$ cat src/rtl/dmem_arb_pkg.sv
// Shared types and constants for the data-memory arbiter.
// DMEM_ARB_RR_EN selects round-robin arbitration instead of fixed priority.
package dmem_arb_pkg;

    typedef enum logic [0:0] {
        S_NORM   = 1'b0,
        S_FORCE1 = 1'b1
    } arb_state_e;

    localparam logic PORT0 = 1'b0;
    localparam logic PORT1 = 1'b1;

    localparam int unsigned MAX_WAIT_DEFAULT = 4;

endpackage

$ cat src/rtl/dmem_arb_wait_counter.sv
// Saturating count of consecutive cycles port 1 was denied; flags when the
// incremented value reaches MaxWait so the arbiter can hand port 1 priority.
module dmem_arb_wait_counter #(
    parameter int unsigned MaxWait = 4,
    parameter int unsigned CntW    = $clog2(MaxWait + 1)
) (
    input  logic            clk_i,
    input  logic            rst_ni,
    input  logic            inc_i,
    input  logic            clr_i,
    output logic [CntW-1:0] cnt_o,
    output logic            force_o
);

    localparam logic [CntW-1:0] MaxCnt = CntW'(MaxWait);

    logic [CntW-1:0] cnt_q;
    logic [CntW-1:0] cnt_d;
    logic [CntW-1:0] cnt_inc;

    always_comb begin
        cnt_inc = (cnt_q == MaxCnt) ? cnt_q : cnt_q + 1'b1;
        cnt_d   = cnt_q;
        if (clr_i) begin
            cnt_d = '0;
        end else if (inc_i) begin
            cnt_d = cnt_inc;
        end
    end

    assign force_o = inc_i & ~clr_i & (cnt_inc == MaxCnt);
    assign cnt_o   = cnt_q;

    always_ff @(posedge clk_i or negedge rst_ni) begin
        if (!rst_ni) begin
            cnt_q <= '0;
        end else begin
            cnt_q <= cnt_d;
        end
    end

endmodule

$ cat src/rtl/dmem_arbiter.sv
// Two-port arbiter in front of the single-port data memory: port 0 priority with
// starvation relief for port 1, or round-robin when DMEM_ARB_RR_EN is defined.
module dmem_arbiter
    import dmem_arb_pkg::*;
#(
    parameter int unsigned AW       = 16,
    parameter int unsigned DW       = 16,
    parameter int unsigned MAX_WAIT = MAX_WAIT_DEFAULT
) (
    input  logic          clk_i,
    input  logic          rst_ni,

    input  logic          p0_req_i,
    input  logic          p0_we_i,
    input  logic [AW-1:0] p0_addr_i,
    input  logic [DW-1:0] p0_wdata_i,
    output logic          p0_gnt_o,
    output logic          p0_stall_o,
    output logic          p0_rvalid_o,
    output logic [DW-1:0] p0_rdata_o,

    input  logic          p1_req_i,
    input  logic          p1_we_i,
    input  logic [AW-1:0] p1_addr_i,
    input  logic [DW-1:0] p1_wdata_i,
    output logic          p1_gnt_o,
    output logic          p1_rvalid_o,
    output logic [DW-1:0] p1_rdata_o,

    output logic          mem_we_o,
    output logic [AW-1:0] mem_addr_o,
    output logic [DW-1:0] mem_wdata_o,
    input  logic [DW-1:0] mem_rdata_i
);

    logic          p0_gnt;
    logic          p1_gnt;
    logic          rd_pend_q;
    logic          rd_pend_d;
    logic          rd_owner_q;
    logic          rd_owner_d;
    logic [DW-1:0] p0_rdata_q;
    logic [DW-1:0] p1_rdata_q;

`ifdef DMEM_ARB_RR_EN
    arb_state_e state_q;
    logic       last_gnt_q;
    logic       last_gnt_d;

    assign state_q = S_NORM;

    // On contention the port that did not win last time goes first.
    always_comb begin
        p0_gnt = 1'b0;
        p1_gnt = 1'b0;
        if (p0_req_i && p1_req_i) begin
            p0_gnt = (last_gnt_q == PORT1);
            p1_gnt = (last_gnt_q == PORT0);
        end else begin
            p0_gnt = p0_req_i;
            p1_gnt = p1_req_i;
        end
    end

    always_comb begin
        last_gnt_d = last_gnt_q;
        if (p0_gnt_o) begin
            last_gnt_d = PORT0;
        end else if (p1_gnt_o) begin
            last_gnt_d = PORT1;
        end
    end

    always_ff @(posedge clk_i or negedge rst_ni) begin
        if (!rst_ni) begin
            last_gnt_q <= PORT1;
        end else begin
            last_gnt_q <= last_gnt_d;
        end
    end
`else
    arb_state_e                          state_q;
    arb_state_e                          state_d;
    logic                                wait_inc;
    logic                                wait_clr;
    logic                                wait_force;
    logic [$clog2(MAX_WAIT + 1)-1:0]     wait_cnt;

    always_comb begin
        p0_gnt = 1'b0;
        p1_gnt = 1'b0;
        unique case (state_q)
            S_FORCE1: begin
                p1_gnt = p1_req_i;
                p0_gnt = p0_req_i & ~p1_req_i;
            end
            default: begin
                p0_gnt = p0_req_i;
                p1_gnt = p1_req_i & ~p0_req_i;
            end
        endcase
    end

    assign wait_inc = p1_req_i & ~p1_gnt_o;
    assign wait_clr = ~p1_req_i | p1_gnt_o;

    dmem_arb_wait_counter #(
        .MaxWait (MAX_WAIT)
    ) u_wait_cnt (
        .clk_i   (clk_i),
        .rst_ni  (rst_ni),
        .inc_i   (wait_inc),
        .clr_i   (wait_clr),
        .cnt_o   (wait_cnt),
        .force_o (wait_force)
    );

    always_comb begin
        state_d = state_q;
        if (wait_clr) begin
            state_d = S_NORM;
        end else if (wait_force) begin
            state_d = S_FORCE1;
        end
    end

    always_ff @(posedge clk_i or negedge rst_ni) begin
        if (!rst_ni) begin
            state_q <= S_NORM;
        end else begin
            state_q <= state_d;
        end
    end
`endif

    // Grants are held low while reset is asserted, whatever the requesters do.
    assign p0_gnt_o   = p0_gnt & rst_ni;
    assign p1_gnt_o   = p1_gnt & rst_ni;
    assign p0_stall_o = p0_req_i & ~p0_gnt_o & rst_ni;

    always_comb begin
        mem_we_o    = 1'b0;
        mem_addr_o  = '0;
        mem_wdata_o = '0;
        if (p0_gnt_o) begin
            mem_we_o    = p0_we_i;
            mem_addr_o  = p0_addr_i;
            mem_wdata_o = p0_wdata_i;
        end else if (p1_gnt_o) begin
            mem_we_o    = p1_we_i;
            mem_addr_o  = p1_addr_i;
            mem_wdata_o = p1_wdata_i;
        end
    end

    always_comb begin
        rd_pend_d  = (p0_gnt_o & ~p0_we_i) | (p1_gnt_o & ~p1_we_i);
        rd_owner_d = rd_owner_q;
        if (rd_pend_d) begin
            rd_owner_d = p1_gnt_o ? PORT1 : PORT0;
        end
    end

    assign p0_rvalid_o = rd_pend_q & (rd_owner_q == PORT0);
    assign p1_rvalid_o = rd_pend_q & (rd_owner_q == PORT1);
    assign p0_rdata_o  = p0_rvalid_o ? mem_rdata_i : p0_rdata_q;
    assign p1_rdata_o  = p1_rvalid_o ? mem_rdata_i : p1_rdata_q;

    always_ff @(posedge clk_i or negedge rst_ni) begin
        if (!rst_ni) begin
            rd_pend_q  <= 1'b0;
            rd_owner_q <= PORT0;
            p0_rdata_q <= '0;
            p1_rdata_q <= '0;
        end else begin
            rd_pend_q  <= rd_pend_d;
            rd_owner_q <= rd_owner_d;
            if (p0_rvalid_o) begin
                p0_rdata_q <= mem_rdata_i;
            end
            if (p1_rvalid_o) begin
                p1_rdata_q <= mem_rdata_i;
            end
        end
    end

endmodule

$ cat config.mk
export PLATFORM = sky130hd
export DESIGN_NAME = dmem_arbiter
export DESIGN_NICKNAME = d
export VERILOG_FILES = /design/src/rtl/dmem_arb_pkg.sv /design/src/rtl/dmem_arb_wait_counter.sv /design/src/rtl/dmem_arbiter.sv
export SDC_FILE = /design/constraint.sdc
export NUM_CORES = 1
export LEC_CHECK = 0
export BUFFER_PORTS_ARGS = -buffer_cell sky130_fd_sc_hd__buf_4
export CORE_MARGIN = 4
export CORE_UTILIZATION = 39
export DETAILED_ROUTE_END_ITERATION = 6
export PLACE_DENSITY = 0.8
export SLEW_MARGIN = 15
export SYNTH_ARGS = -nofsm -noshare
export SYNTH_HDL_FRONTEND = slang
export SYNTH_SLANG_ARGS = --single-unit
$ cat constraint.sdc
create_clock -name clk_i -period 1.5 [get_ports clk_i]
set_input_delay 0.15 -clock clk_i [delete_from_list [all_inputs] [get_ports clk_i]]
set_output_delay 0.15 -clock clk_i [all_outputs]
set_load 0.02 [all_outputs]
After elaboration in Yosys (flattened, before gate mapping)

Index checks and enable logic that the tools add are counted.

Multipliers: 0
Add/subtract/negate cells: 1
Shifts and indexed selects: 0
Mux-type cells: 16
Eq/ne operators: 2
Bitwise operators: 23
Div/mod/pow operators: 0
Magnitude comparators: 0
Reductions and logical operators: 2

Operators by type and width:

| operator            | count |
|---|---|
| $mux 16             | 6 |
| $and 1x1->1         | 13 |
| $mux 3              | 3 |
| $not 1->1           | 8 |
| $mux 1              | 7 |
| $eq 3x3->1 const B  | 2 |
| $reduce_bool 2->1   | 2 |
| $add 3x1->3 const B | 1 |
| $or 1x1->1          | 2 |

ROM bits: 0
Word-level logic and storage cells: 50
Input port bits: 86
Memories: 0
Register bits after elaboration: 38
Bits in writable memories: 0
Output and inout bits: 70
Bits in latches: 0

Depth between registers and ports, before layout

Gate-level depths: netlist (run 1).

Word-level depth: 10
Mapped depth: 5
Mapped depth without buffers: 5

By module

From an unflattened synthesis (run 1), not the netlist that was laid out.

Cells, all modules: 149
Area, all modules: 1948.1 µm²

By module, submodules not included:

| module                | cells an instance | area each (µm²) | sequential area each (µm²) | times used |
|---|---|---|---|---|
| dmem_arbiter          | 129               | 1750.4          | 875.8                      | 1 |
| dmem_arb_wait_counter | 20                | 197.7           | 75.1                       | 1 |

Worst setup path after synthesis (run 1)

Ideal clock, no wire load.

Path type: register -> output
Start point: register state_q
End point: output port mem_addr_o[10]
Arrival: 1181 ps
Cell stages (with the launch flop): 6
Required time: 1350 ps
Path buffers: 1
Path slack: 169 ps
Path through: dfrtp_1 nand2_1 nand3_2 inv_2 buf_2 a22o_1

Elaborated cells between the ends (all ways): 6
Those cells by class: mux: 4; bitwise: 2

RTL lines:

| what                   | line                | RTL |
|---|---|---|
| start, declared        | dmem_arbiter.sv:82  | `arb_state_e state_q;` |
| start signal, assigned | dmem_arbiter.sv:131 | `state_q <= state_d;` |
| $mux 1                 | dmem_arbiter.sv:92  | `unique case (state_q)` |
| $and 1x1->1            | dmem_arbiter.sv:137 | `assign p0_gnt_o = p0_gnt & rst_ni;` |
| via p0_gnt_o           | dmem_arbiter.sv:17  | `output logic p0_gnt_o,` |
| $mux 16                | dmem_arbiter.sv:145 | `if (p0_gnt_o) begin` |
| end, declared          | dmem_arbiter.sv:31  | `output logic [AW-1:0] mem_addr_o,` |

The timed path passes the listed nets, and every way through them passes these cells.

Worst setup path after layout (run 1)

Start point: register rd_owner_q
End point: output port p0_rdata_o[4]

Cells in the longest elaborated chain, start to end: 3

Ends and longest elaborated chain:

| what                   | line                | RTL |
|---|---|---|
| start, declared        | dmem_arbiter.sv:40  | `logic rd_owner_q;` |
| start signal, assigned | dmem_arbiter.sv:177 | `rd_owner_q <= rd_owner_d;` |
| $not 1->1              | dmem_arbiter.sv:164 | `assign p0_rvalid_o = rd_pend_q & (rd_owner_q == PORT0);` |
| $and 1x1->1            | dmem_arbiter.sv:164 |  |
| $mux 16                | --                  |  |
| end, declared          | dmem_arbiter.sv:20  | `output logic [DW-1:0] p0_rdata_o,` |

Every way passes these cells.

==> impl_results.md, run 1 <==
- Clock Power Share: 0.151
- Cell Count, Final, Fillers Out: 395
- Failing checks: setup timing
- Syn Inst Count: 145
- Clock transition at path regs: 0.08 ns
- PortBufs: 155
- Core box area: 4790 sq um
- TritonCTS clock tree: built
- Slowest cell on the critical path: dfrtp_1
- Final worst slack: -0.196 ns
- Dpl ws: 0.0852 ns
- NetSw: 1.59 mW
- Initial antenna violation count: 0
- Worst-skew pair later-pin latency: 0.29 ns
- Clock root buffer: clkbuf_8
- Detailed placement HPWL: 4890 microns
- Vias: 1982
- Sw frac: 0.334
- Post-synth ARST share: 1.00
- FMAX: 589 MHz
- Hold Slack: 0.0861 ns
- Leak: 2.00 nW
- Row cnt: 25
- Kind of critical path: flop to primary output
- Delay of the slowest critical-path stage: 0.43 ns
- Via/cell ratio: 5.02
- Worst Clk Skew: 0.00665 ns
- Die width: 78.8 microns
- Reg power frac: 0.306
- Peak fanout along the critical path: 7
- Most frequent cells in the layout: buf_4, buf_6, dfrtp_1
- Vias in the first global route: 2223
- Maximum vdd ir drop: 0.664 mV
- Cells after DPL: 365
- PD cells: 1230 nW/um^2
- CTS max path bufs: 2
- Syn. warnings: 0
- CTS H-tree depth: 2
- Gr usage total: 0.239
- Synth unique cells: 31
- Worst EP required: 1.35 ns
- First-pass GRT wire length: 11500 microns
- Ys flop type: dfrtp_1
- Clock buffer count from CTS: 5
- Chip height: 78.8 microns
- Max Cap Viol: 0
- EDFF count, synth: 0
- Net count after synthesis: 233
- Wire length per cell: 19.2 microns
- Syn avg cell area: 13.5 sq um
- Internal power: 3.18 mW
- Number of max-slew violations in the final report: 0
- Final hold vios: 0
- CTS sink cnt: 38
- RePlAce Congestion: 0.760
- Slew headroom: 0.673
- Startpoint types: flop
- Total chip power: 4.77 mW
- Antenna-violating nets left: 0
- Seq/Total Area, Yosys: 0.486
- # diodes: 0
- IO Pins: 156
- DR DRC count: 0
- CP Capture Type: primary output
- Commonest non-fill, non-tap cell in the layout: buf_4
- 1st-iter DRT viols: 69
- Final core occ: 0.813
- Largest net degree at the start of global routing: 39
- Hold Path Class: input pin to flop
- Die Footprint: 6210 sq um
- Setup violators final: 66
- Initial core utilization: 0.409
- Post-Syn Area: 1960 sq um
- P&R area growth vs syn: 99.0%
- Post-synthesis register bit count: 38
- Run status: finished with violations
- Signal arrival time at the worst endpoint: 1.55 ns
- Share of cells above drive strength 1: 0.713
- GRT overflow: 0
- Worst-path cell chain: nor2b_4 > buf_8 > mux2_4 > buf_6
- Final WL: 7600 microns
- Final worst path period need: 1.70 ns
- RSZ-0062 raised after global routing: yes
- Drt pass-1 iters: 4
- # nets final: 415
- Period utilization: 1.13
- Worst-margin pin slew: 0.490 ns
- Logic gate share of total power: 0.543
==> synth_stat cells, drive strengths merged, types with 2 or more instances <==
cell,instances,area [sq um]
nand2,5,21.3
mux2,32,394
buf,9,91.3
dfrtp,38,951
inv,7,33.8
nor2b,2,15.0
o21ai,2,10.0
ha,2,25.0
a22o,33,289
nor3,2,10.0
==> path summary, 6_finish.rpt <==
kind	startpoint	end	slack, ns	cells after the start
max reg2reg	rd_owner_q$_DFFE_PN0P_	p0_rdata_q[7]$_DFF_PN0_	0.03	5
max	rd_owner_q$_DFFE_PN0P_	p0_rdata_o[4]	-0.20	4
min reg2reg	p1_rdata_q[12]$_DFF_PN0_	p1_rdata_q[12]$_DFF_PN0_	0.50	1
max in group asynchronous	rst_ni	p1_rdata_q[6]$_DFF_PN0_	0.64	3
min	p0_we_i	rd_pend_q$_DFF_PN0_	0.09	2
min in group asynchronous	rst_ni	rd_owner_q$_DFFE_PN0P_	0.52	3
==> power by group through the flow <==
stage / registers (mW) / clock network [mW] / logic (mW)
final: 1.46 / 0.722 / 2.59
after global routing: 1.49 / 0.802 / 2.72
after CTS: 1.45 / 0.745 / 2.49
after detailed placement: 1.45 / 0 / 1.96
after global placement: 1.44 / 0 / 1.92
after floorplan: 1.42 / 0 / 1.10
==> critical path: cells and delay by family, from the launching register on <==
| kind | cells | cell delay (ns) |
|---|---|---|
| buf+inv | 2 | 0.30 |
| simple gates | 1 | 0.20 |
| flops | 1 | 0.43 |
| mux | 1 | 0.32 |
==> layout make-up <==
cell class / count / area (sq um)
clock buffers: 6 / 82.6
clock inverters: 2 / 12.5
fillers: 262 / 895
inverters: 7 / 43.8
multi-input cells: 91 / 996
flip-flops and latches: 38 / 951
well taps: 67 / 83.8
repair buffers: 181 / 1690
repair inverters: 3 / 31.3
==> stage by stage <==
| stage | TNS (ns) | area, sq um |
|---|---|---|
| floorplan | 0 | 1960 |
| global placement | 0 | 3180 |
| CTS | -9.40 | 3780 |
| global route | -13.58 | 3890 |
| finish | -10.21 | 3890 |
| detailed placement | 0 | 3180 |
==> kinds of logic (layout without fill, tap and decap cells) <==
logic type / count (synthesis) / count (layout) / synth area share
adder cells (fa/ha/maj): 2 / 2 / 0.0128
XOR/XNOR: 1 / 1 / 0.00448
flip-flops: 38 / 38 / 0.486
AND/OR/NAND/NOR: 15 / 15 / 0.0480
AO/OA/AOI/OAI: 41 / 41 / 0.183
multiplexers: 32 / 32 / 0.202
buffers and inverters: 16 / 199 / 0.0640
==> repair_timing <==
action | 4_1_cts | 5_1_grt
setup buffers | 9 | 6
endpoints found under the hold margin | 38 | 0
resized for setup | 105 | 10
hold buffers | 1 | 0
setup endpoints to repair | 67 | 69
gates cloned | 5 | 1
pin swaps | 19 | 16
==> registers in the layout (all words and copies together) (netlist names) <==
signal	count
state_q	1
rd_owner_q	1
p0_rdata_q	16
rd_pend_q	1
u_wait_cnt.cnt_o	3
p1_rdata_q	16
==> routing by layer <==
metal	vias up	part of all wire	GRT usage
met5	-	0	0
met4	0	0.023	0.0739
met3	16	0.10	0.0952
met2	104	0.54	0.447
met1	953	0.34	0.241
li1	909	-	-
No activity file was read; power rests on OpenSTA's default activity.
==> run 2, diff against run 1 <==
--- a/config.mk
+++ b/config.mk
@@ -8,8 +8,10 @@
 export BUFFER_PORTS_ARGS = -buffer_cell sky130_fd_sc_hd__buf_4
 export CORE_MARGIN = 4
 export CORE_UTILIZATION = 39
+export CTS_CLUSTER_SIZE = 10
 export DETAILED_ROUTE_END_ITERATION = 6
-export PLACE_DENSITY = 0.8
+export MAX_ROUTING_LAYER = met4
+export PLACE_DENSITY_LB_ADDON = 0.12
 export SLEW_MARGIN = 15
 export SYNTH_ARGS = -nofsm -noshare
 export SYNTH_HDL_FRONTEND = slang
==> impl_results.md, run 2 (synthesis gave the netlist of run 1 again) <==
- Chip height: 78.8 microns (unchanged)
- Worst Clk Skew: 0.00454 ns (-0.00210 ns)
- Final WL: 7840 microns (+3.3%)
- Final worst path period need: 1.72 ns (+0.0202 ns)
- Core box area: 4790 sq um (unchanged)
- Setup violators final: 66 (unchanged)
- Initial core utilization: 0.409 (unchanged)
- DR DRC count: 0 (unchanged)
- Hold Slack: 0.0642 ns (-0.0219 ns)
- Worst-margin pin slew: 0.478 ns (-0.0128 ns)
- # diodes: 0 (unchanged)
- Die Footprint: 6210 sq um (unchanged)
- TritonCTS clock tree: built
- Period utilization: 1.14 (+0.0135)
- Vias: 2040 (+2.9%)
- Antenna-violating nets left: 0 (unchanged)
- Final worst slack: -0.217 ns (-0.0202 ns)
- Hold Path Class: input pin to flop
- GRT overflow: 0 (unchanged)
- Detailed placement HPWL: 4950 microns (+1.2%)
- Worst-skew pair later-pin latency: 0.29 ns (about the same)
- Vias in the first global route: 2146 (-3.5%)
- Largest net degree at the start of global routing: 39 (unchanged)
- First-pass GRT wire length: 11000 microns (-4.6%)
- Slew headroom: 0.682 (+0.00856)
- Number of max-slew violations in the final report: 0 (unchanged)
- Failing checks: setup timing
- Worst EP required: 1.35 ns (about the same)
- Total chip power: 5.12 mW (+7.2%)
- Via/cell ratio: 5.15 (+2.7%)
- Clock buffer count from CTS: 5 (unchanged)
- Signal arrival time at the worst endpoint: 1.57 ns (+0.02 ns)
- Peak fanout along the critical path: 8 (+1)
- P&R area growth vs syn: 105%
- Wire length per cell: 19.8 microns (+3.0%)
- CP Capture Type: primary output
- CTS sink cnt: 38 (unchanged)
- FMAX: 583 MHz (-1.2%)
- Clock transition at path regs: 0.08 ns (about the same)
- Clock root buffer: clkbuf_8
- Leak: 2.05 nW (+2.3%)
- Gr usage total: 0.237 (-0.00191)
- RePlAce Congestion: 0.763 (+0.47%)
- RSZ-0062 raised after global routing: yes
- CTS max path bufs: 2 (unchanged)
- Initial antenna violation count: 0 (unchanged)
- Kind of critical path: flop to primary output
- Startpoint types: flop
- 1st-iter DRT viols: 124 (+80%)
- Final hold vios: 0 (unchanged)
- Row cnt: 25 (unchanged)
- Max Cap Viol: 0 (unchanged)
- Commonest non-fill, non-tap cell in the layout: buf_4
- PD cells: 1280 nW/um^2 (+4.2%)
- FILL cells: 264 (+0.76%)
- # nets final: 416 (+0.24%)
- IO Pins: 156 (unchanged)
- CTS H-tree depth: 2 (unchanged)
- PortBufs: 155 (unchanged)
- Most frequent cells in the layout: buf_4, buf_6, dfrtp_1
- Share of cells above drive strength 1: 0.723 (+0.00999)
- Die width: 78.8 microns (unchanged)
- Drt pass-1 iters: 4 (unchanged)
- Run status: finished with violations
- Maximum vdd ir drop: 0.958 mV (+44%)
==> run 2: final cells by class <==
class | count | area [sq um] | area share
sequential | 38 | 951 | 0.238
multi-input combinational | 91 | 1000 | 0.251
clock inverter | 3 | 68.8 | 0.0172
clock buffer | 5 | 68.8 | 0.0172
tap | 67 | 83.8 | 0.0210
timing repair buffer | 183 | 1760 | 0.440
timing repair inverter | 2 | 22.5 | 0.00563
inverter | 7 | 43.8 | 0.0109
==> run 2: timing repair <==
item,CTS,global route
endpoints found under the hold margin,38,0
resized for setup,91,21
endpoints found under the setup margin,67,68
pin swaps,2,19
gates cloned,5,2
hold buffers,1,0
setup buffers,7,11
==> run 2: where the power goes <==
group          leakage [nW]  total [mW]  internal [mW]  switching [mW]
sequential            0.455        1.46           1.34           0.113
combinational          1.53        2.61           1.47            1.13
clock                0.0683        1.05          0.667           0.384
==> run 2: per-stage QoR <==
| stage | setup WS [ns] | instances | utilization | setup TNS [ns] | area [sq um] |
|---|---|---|---|---|---|
| floorplan | 0.169 | 145 | - | 0 | 1960 |
| global placement | 0.128 | 363 | 0.663 | 0 | 3170 |
| detailed placement | 0.0967 | 363 | 0.663 | 0 | 3170 |
| CTS | -0.187 | 384 | 0.794 | -10.06 | 3800 |
| global route | -0.284 | 396 | 0.836 | -14.71 | 4000 |
| finish | -0.217 | 396 | 0.836 | -11.18 | 4000 |
==> run 2: worst paths after layout <==
path / startpoint / to / slack [ns] / cells past startpoint
min reg2reg: p1_rdata_q[12]$_DFF_PN0_ / p1_rdata_q[12]$_DFF_PN0_ / 0.50 / 1
max: state_q$_DFFE_PN0P_ / mem_addr_o[12] / -0.22 / 7
max in group asynchronous: rst_ni / p0_rdata_q[10]$_DFF_PN0_ / 0.65 / 3
max reg2reg: state_q$_DFFE_PN0P_ / state_q$_DFFE_PN0P_ / 0.10 / 5
min in group asynchronous: rst_ni / p0_rdata_q[6]$_DFF_PN0_ / 0.52 / 3
min: p0_we_i / rd_pend_q$_DFF_PN0_ / 0.06 / 2
==> run 2: routing by layer <==
metal,GRT usage,up-vias,share of wire
met5,-,-,0
met4,0.0893,0,0.036
met3,0.0590,22,0.057
met2,0.397,95,0.53
met1,0.276,1008,0.38
li1,-,915,-
==> run 2: critical path, cell delays in order (launching register included) <==
cell	delay [ns]
dfrtp_1	0.42
nand2_2	0.11
nand3_4	0.10
inv_6	0.05
buf_12	0.12
clkbuf_16	0.15
a22o_1	0.19
buf_6	0.13
==> run 3, diff against run 2 <==
--- a/config.mk
+++ b/config.mk
@@ -12,6 +12,7 @@
 export DETAILED_ROUTE_END_ITERATION = 6
 export MAX_ROUTING_LAYER = met4
 export PLACE_DENSITY_LB_ADDON = 0.12
+export REMOVE_ABC_BUFFERS = 1
 export SLEW_MARGIN = 15
 export SYNTH_ARGS = -nofsm -noshare
 export SYNTH_HDL_FRONTEND = slang
==> impl_results.md, run 3 (synthesis gave the netlist of run 1 again) <==
- Run status: finished with violations
- Share of cells above drive strength 1: 0.718 (-0.00569)
- Commonest non-fill, non-tap cell in the layout: buf_4
- Final worst slack: -0.237 ns (-0.0202 ns)
- First-pass GRT wire length: 11500 microns (+4.6%)
- Row cnt: 25 (unchanged)
- FMAX: 576 MHz (-1.2%)
- Worst-skew pair later-pin latency: 0.29 ns (about the same)
- Hold endpoint: rd_pend_q$_DFF_PN0_
- Worst r2r dst: p0_rdata_q[7]$_DFF_PN0_
- Drt pass-1 iters: 4 (unchanged)
- Clock buffer count from CTS: 5 (unchanged)
- Worst-margin pin slew: 0.471 ns (-0.00691 ns)
- CTS sink cnt: 38 (unchanged)
- Reg2Reg Depth: 6 (+1)
- Sw frac: 0.339 (+0.0198)
- Chip height: 78.8 microns (unchanged)
- Die width: 78.8 microns (unchanged)
- Internal power: 3.18 mW (-8.8%)
- Detailed placement HPWL: 4870 microns (-1.7%)
- Leak: 2.05 nW (+0.13%)
- Period utilization: 1.16 (+0.0135)
- PD cells: 1210 nW/um^2 (-5.7%)
- Worst EP required: 1.35 ns (about the same)
- Final WL: 8090 microns (+3.1%)
- Worst Clk Skew: 0.00257 ns (-0.00197 ns)
- Number of max-slew violations in the final report: 0 (unchanged)
- P&R area growth vs syn: 104%
- Core box area: 4790 sq um (unchanged)
- Startpoint types: flop
- Reg2reg setup slack: 0.01 ns (-0.09 ns)
- Hold path depth: 2 (unchanged)
- NetSw: 1.63 mW (-0.24%)
- Initial antenna violation count: 0 (unchanged)
- Final worst path period need: 1.74 ns (+0.0202 ns)
- CTS max path bufs: 2 (unchanged)
- Post-route setup TNS: -12.34 ns (-1.16 ns)
- Initial core utilization: 0.409 (unchanged)
- Hold Path Class: input pin to flop
- # diodes: 0 (unchanged)
- Total chip power: 4.81 mW (-6.1%)
- FF-to-FF Start: rd_owner_q$_DFFE_PN0P_
- Kind of critical path: flop to primary output
- Clock transition at path regs: 0.07 ns (about the same)
- CTS H-tree depth: 2 (unchanged)
- RePlAce Congestion: 0.826 (+8.2%)
- Final core occ: 0.833 (-0.00314)
- Slew headroom: 0.686 (+0.00460)
- DR DRC count: 0 (unchanged)
- HP Start: p0_we_i
- Max Cap Viol: 0 (unchanged)
- Vias in the first global route: 2215 (+3.2%)
- Wire length per cell: 20.2 microns (+2.1%)
- Final hold vios: 0 (unchanged)
- Reg power frac: 0.303 (+0.018)
- Failing checks: setup timing
- Setup violators final: 66 (unchanged)
- Clock root buffer: clkbuf_8
- IO Pins: 156 (unchanged)
- Dpl ws: 0.0620 ns (-0.0347 ns)
- CP Capture Type: primary output
- Most frequent cells in the layout: buf_4, buf_6, dfrtp_1
- # nets final: 420 (+0.96%)
- Die Footprint: 6210 sq um (unchanged)
- PortBufs: 155 (unchanged)
- Logic gate share of total power: 0.554 (+0.044)
- Via/cell ratio: 5.06 (-1.8%)
- Vias: 2024 (-0.78%)
- Signal arrival time at the worst endpoint: 1.59 ns (+0.02 ns)
- Gr usage total: 0.246 (+0.00893)
- 1st-iter DRT viols: 83 (-33%)
- Antenna-violating nets left: 0 (unchanged)
- Largest net degree at the start of global routing: 39 (unchanged)
- Maximum vdd ir drop: 1.08 mV (+13%)
- GRT overflow: 0 (unchanged)
- RSZ-0062 raised after global routing: yes
- Peak fanout along the critical path: 9 (+1)
- TritonCTS clock tree: built
- Clock Power Share: 0.143 (-0.062)
## run 3: through the flow
| step | hold slack, ns | instance area (sq um) | cells |
|---|---|---|---|
| after floorplan | -0.146 | 1860 | 136 |
| after global placement | 0.289 | 3190 | 363 |
| after detailed placement | 0.284 | 3190 | 363 |
| after CTS | 0.0544 | 3760 | 387 |
| after global routing | 0.0858 | 3990 | 400 |
| final | 0.0773 | 3990 | 400 |
## run 3: worst max-delay path by stage
stage	startpoint	to	slack (ns)	cells after the start
final	state_q$_DFFE_PN0P_	mem_addr_o[2]	-0.24	5
after floorplan	rd_owner_q$_DFFE_PN0P_	p0_rdata_o[0]	-0.28	2
after CTS	rd_owner_q$_DFFE_PN0P_	p0_rdata_o[4]	-0.21	5
after detailed placement	rd_owner_q$_DFFE_PN0P_	p0_rdata_o[4]	0.06	4
after global placement	rd_owner_q$_DFFE_PN0P_	p0_rdata_o[1]	0.1	4
after global routing	state_q$_DFFE_PN0P_	mem_addr_o[2]	-0.29	5
## run 3: layout make-up
class / count / area (sq um)
timing repair inverter: 4 / 40.0
tap: 67 / 83.8
timing repair buffer: 185 / 1770
clock inverter: 2 / 13.8
multi-input combinational: 91 / 1010
clock buffer: 6 / 72.6
fill: 282 / 800
inverter: 7 / 46.3
sequential: 38 / 952
## run 3: timing repair
action,in CTS,in global routing
resized for setup,88,24
cloned,4,5
setup endpoints to repair,67,68
pin swaps,5,25
endpoints found under the hold margin,38,0
hold buffers,1,0
setup buffers,11,9
## run 3: power by group through the flow
stage,logic [mW],registers [mW],clock network (mW)
after floorplan,1.07,1.42,0
after global placement,1.94,1.44,0
after detailed placement,1.97,1.45,0
after CTS,2.40,1.44,0.712
after global routing,2.80,1.48,0.772
final,2.66,1.45,0.688
## run 3: per-layer routing
| layer | track usage | part of all wire | vias up |
|---|---|---|---|
| li1 | - | - | 924 |
| met1 | 0.306 | 0.40 | 1005 |
| met2 | 0.414 | 0.55 | 85 |
| met3 | 0.0499 | 0.049 | 10 |
| met4 | 0.0584 | 0.0089 | 0 |
| met5 | - | 0 | - |
## run 3: worst max-delay path, cell delays in order (launching register included)
cell	delay (ns)
dfrtp_2	0.44
inv_2	0.07
a21o_4	0.30
inv_8	0.08
a22o_1	0.27
buf_6	0.14
